==> src/rtl/elevator_scan_ctrl.sv <==
// elevator_scan_ctrl: single-car SCAN controller. Hall and car calls are
// latched into pending registers and served in the current travel direction.
// The car reverses only when nothing is pending ahead of it.
//
// state       | meaning
// ------------+--------------------------------------------------------
// S_IDLE      | parked with door closed, direction STOP
// S_DOOR_OPEN | door open at currentFloor, dwell timer running
// S_MOVING    | travelling, one floor per CLK_DELAY_MOVE cycles
module elevator_scan_ctrl #(
   parameter int FLOORS         = 7,
   parameter int CLK_DELAY_OPEN = 500000000,
   parameter int CLK_DELAY_MOVE = 1000000000
) (
   input  logic              clk_i,
   input  logic              reset_i,
   input  logic [FLOORS-1:0] hallUp_i,
   input  logic [FLOORS-1:0] hallDown_i,
   input  logic [FLOORS-1:0] carCall_i,
   input  logic              doorHold_i,
   output logic [3:0]        currentFloor_o,
   output logic [1:0]        direction_o,
   output logic              doorState_o,
   output logic              move_o,
   output logic [FLOORS-1:0] pendingUp_o,
   output logic [FLOORS-1:0] pendingDown_o,
   output logic [FLOORS-1:0] pendingCar_o
);

   typedef enum logic [1:0] {
      S_IDLE      = 2'd0,
      S_DOOR_OPEN = 2'd1,
      S_MOVING    = 2'd2
   } state_t;

   localparam logic [1:0]        DIR_STOP = 2'b00;
   localparam logic [1:0]        DIR_UP   = 2'b10;
   localparam logic [1:0]        DIR_DOWN = 2'b01;
   localparam logic [31:0]       OPEN_TC  = 32'(CLK_DELAY_OPEN - 1);
   localparam logic [31:0]       MOVE_TC  = 32'(CLK_DELAY_MOVE - 1);
   localparam logic [3:0]        TOP_FLR  = 4'(FLOORS);
   // top floor has no up call, bottom floor has no down call
   localparam logic [FLOORS-1:0] UP_OK    = {1'b0, {(FLOORS-1){1'b1}}};
   localparam logic [FLOORS-1:0] DN_OK    = {{(FLOORS-1){1'b1}}, 1'b0};

   function automatic logic [FLOORS-1:0] floor_bit(input logic [3:0] fl);
      logic [FLOORS-1:0] m;
      m = '0;
      for (int i = 0; i < FLOORS; i++) begin
         if (int'(fl) == i + 1) m[i] = 1'b1;
      end
      return m;
   endfunction

   function automatic logic any_above(input logic [FLOORS-1:0] v, input logic [3:0] fl);
      logic r;
      r = 1'b0;
      for (int i = 0; i < FLOORS; i++) begin
         if (i + 1 > int'(fl)) r = r | v[i];
      end
      return r;
   endfunction

   function automatic logic any_below(input logic [FLOORS-1:0] v, input logic [3:0] fl);
      logic r;
      r = 1'b0;
      for (int i = 0; i < FLOORS; i++) begin
         if (i + 1 < int'(fl)) r = r | v[i];
      end
      return r;
   endfunction

   // keep going while work remains ahead, else turn around, else stop;
   // a parked car prefers UP
   function automatic logic [1:0] pick_dir(input logic [1:0] cur, input logic a, input logic b);
      logic [1:0] d;
      if (cur == DIR_DOWN) d = b ? DIR_DOWN : (a ? DIR_UP : DIR_STOP);
      else                 d = a ? DIR_UP   : (b ? DIR_DOWN : DIR_STOP);
      return d;
   endfunction

   state_t            state_q, state_d;
   logic [3:0]        floor_q, floor_d;
   logic [1:0]        dir_q, dir_d;
   logic [31:0]       timer_q, timer_d;
   logic [FLOORS-1:0] pend_up_q, pend_up_d;
   logic [FLOORS-1:0] pend_dn_q, pend_dn_d;
   logic [FLOORS-1:0] pend_car_q, pend_car_d;

   logic [FLOORS-1:0] up_in, dn_in, all_q, cur_bit, next_bit;
   logic [FLOORS-1:0] clr_up, clr_dn, clr_car, abs_up, abs_dn, abs_car;
   logic [3:0]        next_floor;
   logic [1:0]        new_dir;
   logic              above, below, ahead_nf, hit_car, hit_dir, hit_opp, reversal;

   assign up_in      = hallUp_i & UP_OK;
   assign dn_in      = hallDown_i & DN_OK;
   assign all_q      = pend_up_q | pend_dn_q | pend_car_q;
   assign cur_bit    = floor_bit(floor_q);
   assign above      = any_above(all_q, floor_q);
   assign below      = any_below(all_q, floor_q);
   assign next_floor = (dir_q == DIR_DOWN) ? floor_q - 4'd1 : floor_q + 4'd1;
   assign next_bit   = floor_bit(next_floor);
   assign ahead_nf   = (dir_q == DIR_UP) ? any_above(all_q, next_floor)
                                         : any_below(all_q, next_floor);
   assign hit_car    = |(pend_car_q & next_bit);
   assign hit_dir    = |(((dir_q == DIR_UP) ? pend_up_q : pend_dn_q) & next_bit);
   assign hit_opp    = |(((dir_q == DIR_UP) ? pend_dn_q : pend_up_q) & next_bit);
   assign reversal   = hit_opp & ~ahead_nf & ~hit_dir;

   // state, position, timer and pending registers
   always_ff @(posedge clk_i) begin
      if (reset_i) begin
         state_q    <= S_IDLE;
         floor_q    <= 4'd1;
         dir_q      <= DIR_STOP;
         timer_q    <= '0;
         pend_up_q  <= '0;
         pend_dn_q  <= '0;
         pend_car_q <= '0;
      end else begin
         state_q    <= state_d;
         floor_q    <= floor_d;
         dir_q      <= dir_d;
         timer_q    <= timer_d;
         pend_up_q  <= pend_up_d;
         pend_dn_q  <= pend_dn_d;
         pend_car_q <= pend_car_d;
      end
   end

   // next-state, timer and request clear/latch decisions
   always_comb begin
      state_d = state_q;
      floor_d = floor_q;
      dir_d   = dir_q;
      timer_d = timer_q;
      clr_up  = '0;
      clr_dn  = '0;
      clr_car = '0;
      abs_up  = '0;
      abs_dn  = '0;
      abs_car = '0;
      new_dir = DIR_STOP;
      case (state_q)
         S_IDLE: begin
            timer_d = '0;
            dir_d   = DIR_STOP;
            if (|(all_q & cur_bit)) begin
               state_d = S_DOOR_OPEN;
               clr_car = cur_bit;
               if (|(pend_up_q & cur_bit)) begin
                  clr_up = cur_bit;
                  dir_d  = DIR_UP;
               end else if (|(pend_dn_q & cur_bit)) begin
                  clr_dn = cur_bit;
                  dir_d  = DIR_DOWN;
               end else begin
                  // car call only: face away from the end stop
                  dir_d = (floor_q == TOP_FLR) ? DIR_DOWN : DIR_UP;
               end
            end else if (above || below) begin
               state_d = S_MOVING;
               dir_d   = pick_dir(DIR_STOP, above, below);
            end
         end
         S_MOVING: begin
            if (timer_q == MOVE_TC) begin
               timer_d = '0;
               floor_d = next_floor;
               if (hit_car || hit_dir || !ahead_nf) begin
                  state_d = S_DOOR_OPEN;
                  clr_car = next_bit;
                  if (dir_q == DIR_UP) clr_up = next_bit;
                  else                 clr_dn = next_bit;
                  if (reversal) begin
                     if (dir_q == DIR_UP) begin
                        clr_dn = next_bit;
                        dir_d  = DIR_DOWN;
                     end else begin
                        clr_up = next_bit;
                        dir_d  = DIR_UP;
                     end
                  end
               end
            end else begin
               timer_d = timer_q + 32'd1;
            end
         end
         S_DOOR_OPEN: begin
            // a press for the floor being served just extends the dwell
            abs_car = carCall_i & cur_bit;
            if (dir_q == DIR_UP)   abs_up = up_in & cur_bit;
            if (dir_q == DIR_DOWN) abs_dn = dn_in & cur_bit;
            if (doorHold_i || (|{abs_car, abs_up, abs_dn})) begin
               timer_d = '0;
            end else if (timer_q == OPEN_TC) begin
               timer_d = '0;
               new_dir = pick_dir(dir_q, above, below);
               dir_d   = new_dir;
               state_d = (new_dir == DIR_STOP) ? S_IDLE : S_MOVING;
            end else begin
               timer_d = timer_q + 32'd1;
            end
         end
         default: begin
            state_d = S_IDLE;
            dir_d   = DIR_STOP;
            timer_d = '0;
         end
      endcase
      pend_up_d  = (pend_up_q  & ~clr_up)  | (up_in     & ~abs_up);
      pend_dn_d  = (pend_dn_q  & ~clr_dn)  | (dn_in     & ~abs_dn);
      pend_car_d = (pend_car_q & ~clr_car) | (carCall_i & ~abs_car);
   end

   assign currentFloor_o = floor_q;
   assign direction_o    = dir_q;
   assign doorState_o    = (state_q == S_DOOR_OPEN);
   assign move_o         = (state_q == S_MOVING);
   assign pendingUp_o    = pend_up_q;
   assign pendingDown_o  = pend_dn_q;
   assign pendingCar_o   = pend_car_q;

endmodule

==> config.mk <==
export PLATFORM = sky130hd
export DESIGN_NAME = elevator_scan_ctrl
export DESIGN_NICKNAME = d
export VERILOG_FILES = /design/src/rtl/elevator_scan_ctrl.sv
export SDC_FILE = /design/constraint.sdc
export NUM_CORES = 1
export LEC_CHECK = 0
export CORE_ASPECT_RATIO = 0.75
export CORE_MARGIN = 2
export CORE_UTILIZATION = 52
export DETAILED_ROUTE_END_ITERATION = 6
export GPL_ROUTABILITY_DRIVEN = 0
export PLACE_DENSITY = 0.84
export SLEW_MARGIN = 20
export SYNTH_ARGS = -nofsm -noshare
export SYNTH_HDL_FRONTEND = slang
export SYNTH_SLANG_ARGS = --single-unit
==> constraint.sdc <==
create_clock -name clk_i -period 3.2 [get_ports clk_i]
set_clock_uncertainty 0.1 [all_clocks]
set_input_delay 0.64 -clock clk_i [delete_from_list [all_inputs] [get_ports clk_i]]
set_output_delay 0.64 -clock clk_i [all_outputs]
set_load 0.01 [all_outputs]
==> impl_metrics.tcl <==
set metrics [dict create \
    firstDrtPassIters 7 \
    synth.distinct_cells 75 \
    fin_setup_tns_ps 0 \
    crit_path_start "currentFloor_o[0]$_SDFFE_PP1P_" \
    cpPeakStageDelay_ps 380 \
    hold_buffers 0 \
    path_clk_slew_ps 50 \
    synthesis.nets 633 \
    tightest_slew_ps 652 \
    grt_pass1_wl_um 24700 \
    drive_above_1_share 0.171 \
    r2r_end "state_q[1]$_SDFFE_PP0P_" \
    viasPerCell 6.68 \
    final_util 0.696 \
    dp_hpwl_um 11400 \
    reg2reg_slack_ps 100 \
    synth_warnings 0 \
    async_reset_ff_frac 0 \
    port-buffer-count 50 \
    cp_max_fo 11 \
    dieArea_sq_um 9470 \
    final_common_cell "nor2_1" \
    drcViolationCount 67 \
    synth_edf_count 0 \
    drv_cap 0 \
    grt_max_degree 35 \
    endpoint_kind "register" \
    worstHoldPathType "register to register" \
    worst-path-buf-inv 4 \
    layout_common_cells "nor2_1 (66), nand2_1 (63), dfxtp_1 (57)" \
    cp_slowest_cell "nor3b_4" \
    coreArea_sq_um 8450 \
    grt_pass1_vias 4966 \
    grt_util_all_layers 0.327 \
    status "finished with violations" \
    ys_top_cells_by_area "dfxtp_1 (27%), nor2_1 (5.5%), nand2_1 (5.4%), xor2_1 (4.1%), nand3_1 (3.9%)" \
    path_depth 12 \
    cts_max_path_buffers 2 \
    powerDensity_nw_per_um2 490 \
    synth-seq-area-share 0.270 \
    avgSynthCellArea_sq_um 7.54 \
    fp.dieW_um 112 \
    nets 722 \
    start_util 0.535 \
    place_area_sq_um 5510 \
    p_total_mw 2.88 \
    fmax_ghz 0.322 \
    ir_drop_mv 0.407 \
    row_count 29 \
    num_vias 5361 \
    antennaDiodeCount 0 \
    clkSinkCount 61 \
    cp_data_required_time_ps 3320 \
    die_h_um 84.8 \
    setup_viol 0 \
    fin_crit_sh 0.970 \
    final_area_sq_um 5890 \
    slew_headroom 0.562 \
    synth_area_sq_um 4520 \
    cts_inserted_buffers 9 \
    worstSetupPathType "register to register" \
    endpoint "state_q[1]$_SDFFE_PP0P_" \
    num-fill-cells 627 \
    r2r_start "currentFloor_o[0]$_SDFFE_PP1P_" \
    antenna_found_initial 0 \
    synth_ff_type "dfxtp_1" \
    failed_checks "design-rule violations" \
    hold_viol 0 \
    cp_common_cell "buf_4" \
    ios 53 \
    crit_chain "clkinv_2 -> ha_1 -> buf_4 -> xnor2_2 -> buf_4 -> maj3_1 -> a22oi_2 -> o32ai_4 -> nor3b_4 -> buf_6 -> a21oi_2 -> mux2_4" \
    drt-initial-drc-count 929 \
    timing.final.max_slew_violations 0 \
    cts_tree "yes" \
    yosys.area.top_type "dfxtp_1" \
    clk_latency_ps 330 \
    wl_per_cell_um 20.0 \
    post-route-min-period_ps 3100 \
    area_growth_syn_to_layout_pct 30.1 \
    htree_levels 3 \
    drt_wl_total_um 16000 \
    p_leak_nw 2.12 \
    crit_path_start_kind "register" \
    cp_top_family "adder cells" \
    grt-ovfl-total 0 \
    synth_top_area_share 0.270 \
    reg2reg_depth 12 \
    cts_root_buffer "clkbuf_16" \
    worstPathArrival_ps 3220 \
    antenna_left 0 \
    syn_inst 600 \
    yosys_register_bits 61 \
]
cell type report:
cell class	count	area (sq um)	area share
inverters	23	87.6	0.0149
repair buffers	112	1030	0.175
multi-input cells	482	3130	0.532
flip-flops and latches	61	1230	0.208
clock buffers	12	256	0.0436
clock inverters	4	22.5	0.00382
well taps	108	135	0.0229
flip-flops by register name (all words and copies together), names as in the netlist:
register	cells
direction_o	2
state_q	2
pendingDown_o	7
timer_q	32
pendingCar_o	7
currentFloor_o	4
pendingUp_o	7
Yosys cell counts, types with 5 or more instances:
master and number:
and3_1 8, nand3_1 35, mux2i_1 8, ha_1 9, nand2_1 65, nand2b_1 10, xnor2_1 13, o21ai_0 29
nor3_1 20, xor2_1 21, a31oi_1 13, a21oi_1 25, nor2b_1 18, o22ai_1 6, nand4_1 8, a32oi_1 5
nand3b_1 10, o32a_1 6, a221oi_1 6, nor2_1 66, clkbuf_1 22, nor4_1 12, dfxtp_1 61, o21ai_1 18
inv_1 22
logic make-up (layout without fill, tap and decap cells):
logic type                 count (synthesis)  in the layout  share of synthesized area
adders and majority gates                 11             11                     0.0293
DFF                                       61             61                      0.270
buffers and inverters                     57            151                     0.0567
muxes                                     14             14                     0.0384
xor gates and xnor gates                  35             35                     0.0719
AOI/OAI and AO/OA                        137            137                      0.201
and+or+nand+nor                          285            285                      0.333
routing by layer:
metal | vias up | part of all wire | routed length, um | GRT usage
met5 | - | 0 | 0 | 0
met4 | 0 | 0.039 | 629 | 0.136
met1 | 2466 | 0.38 | 6150 | 0.432
met2 | 439 | 0.42 | 6690 | 0.476
met3 | 97 | 0.16 | 2550 | 0.130
li1 | 2359 | - | - | -
metrics by stage:
step / worst slack (ps) / hold slack, ps / std cells
final: 97.4 / 374 / 802
after global routing: -23.6 / 431 / 802
after CTS: 19.6 / 379 / 799
after detailed placement: -161 / 367 / 783
after global placement: -126 / 341 / 783
after floorplan: -55.8 / 330 / 600
power by group:
part           switching (mW)  internal [mW]
Sequential             0.0970          0.812
Clock                   0.357          0.562
Combinational           0.581          0.475
how the worst min path moves through the flow:
stage	start	end	cells past startpoint
6_report	timer_q[0]$_SDFF_PP0_	timer_q[0]$_SDFF_PP0_	1
5_1_grt	timer_q[0]$_SDFF_PP0_	timer_q[0]$_SDFF_PP0_	1
4_1_cts	timer_q[0]$_SDFF_PP0_	timer_q[0]$_SDFF_PP0_	1
3_5_place_dp	timer_q[0]$_SDFF_PP0_	timer_q[0]$_SDFF_PP0_	1
3_3_place_gp	timer_q[0]$_SDFF_PP0_	timer_q[0]$_SDFF_PP0_	1
2_1_floorplan	timer_q[0]$_SDFF_PP0_	timer_q[0]$_SDFF_PP0_	1
repair_timing:
action	in CTS	in global routing
hold endpoints to repair	0	0
setup buffers	0	2
resized for setup	0	20
endpoints found under the setup margin	0	41
No activity file was read; power rests on OpenSTA's default activity.
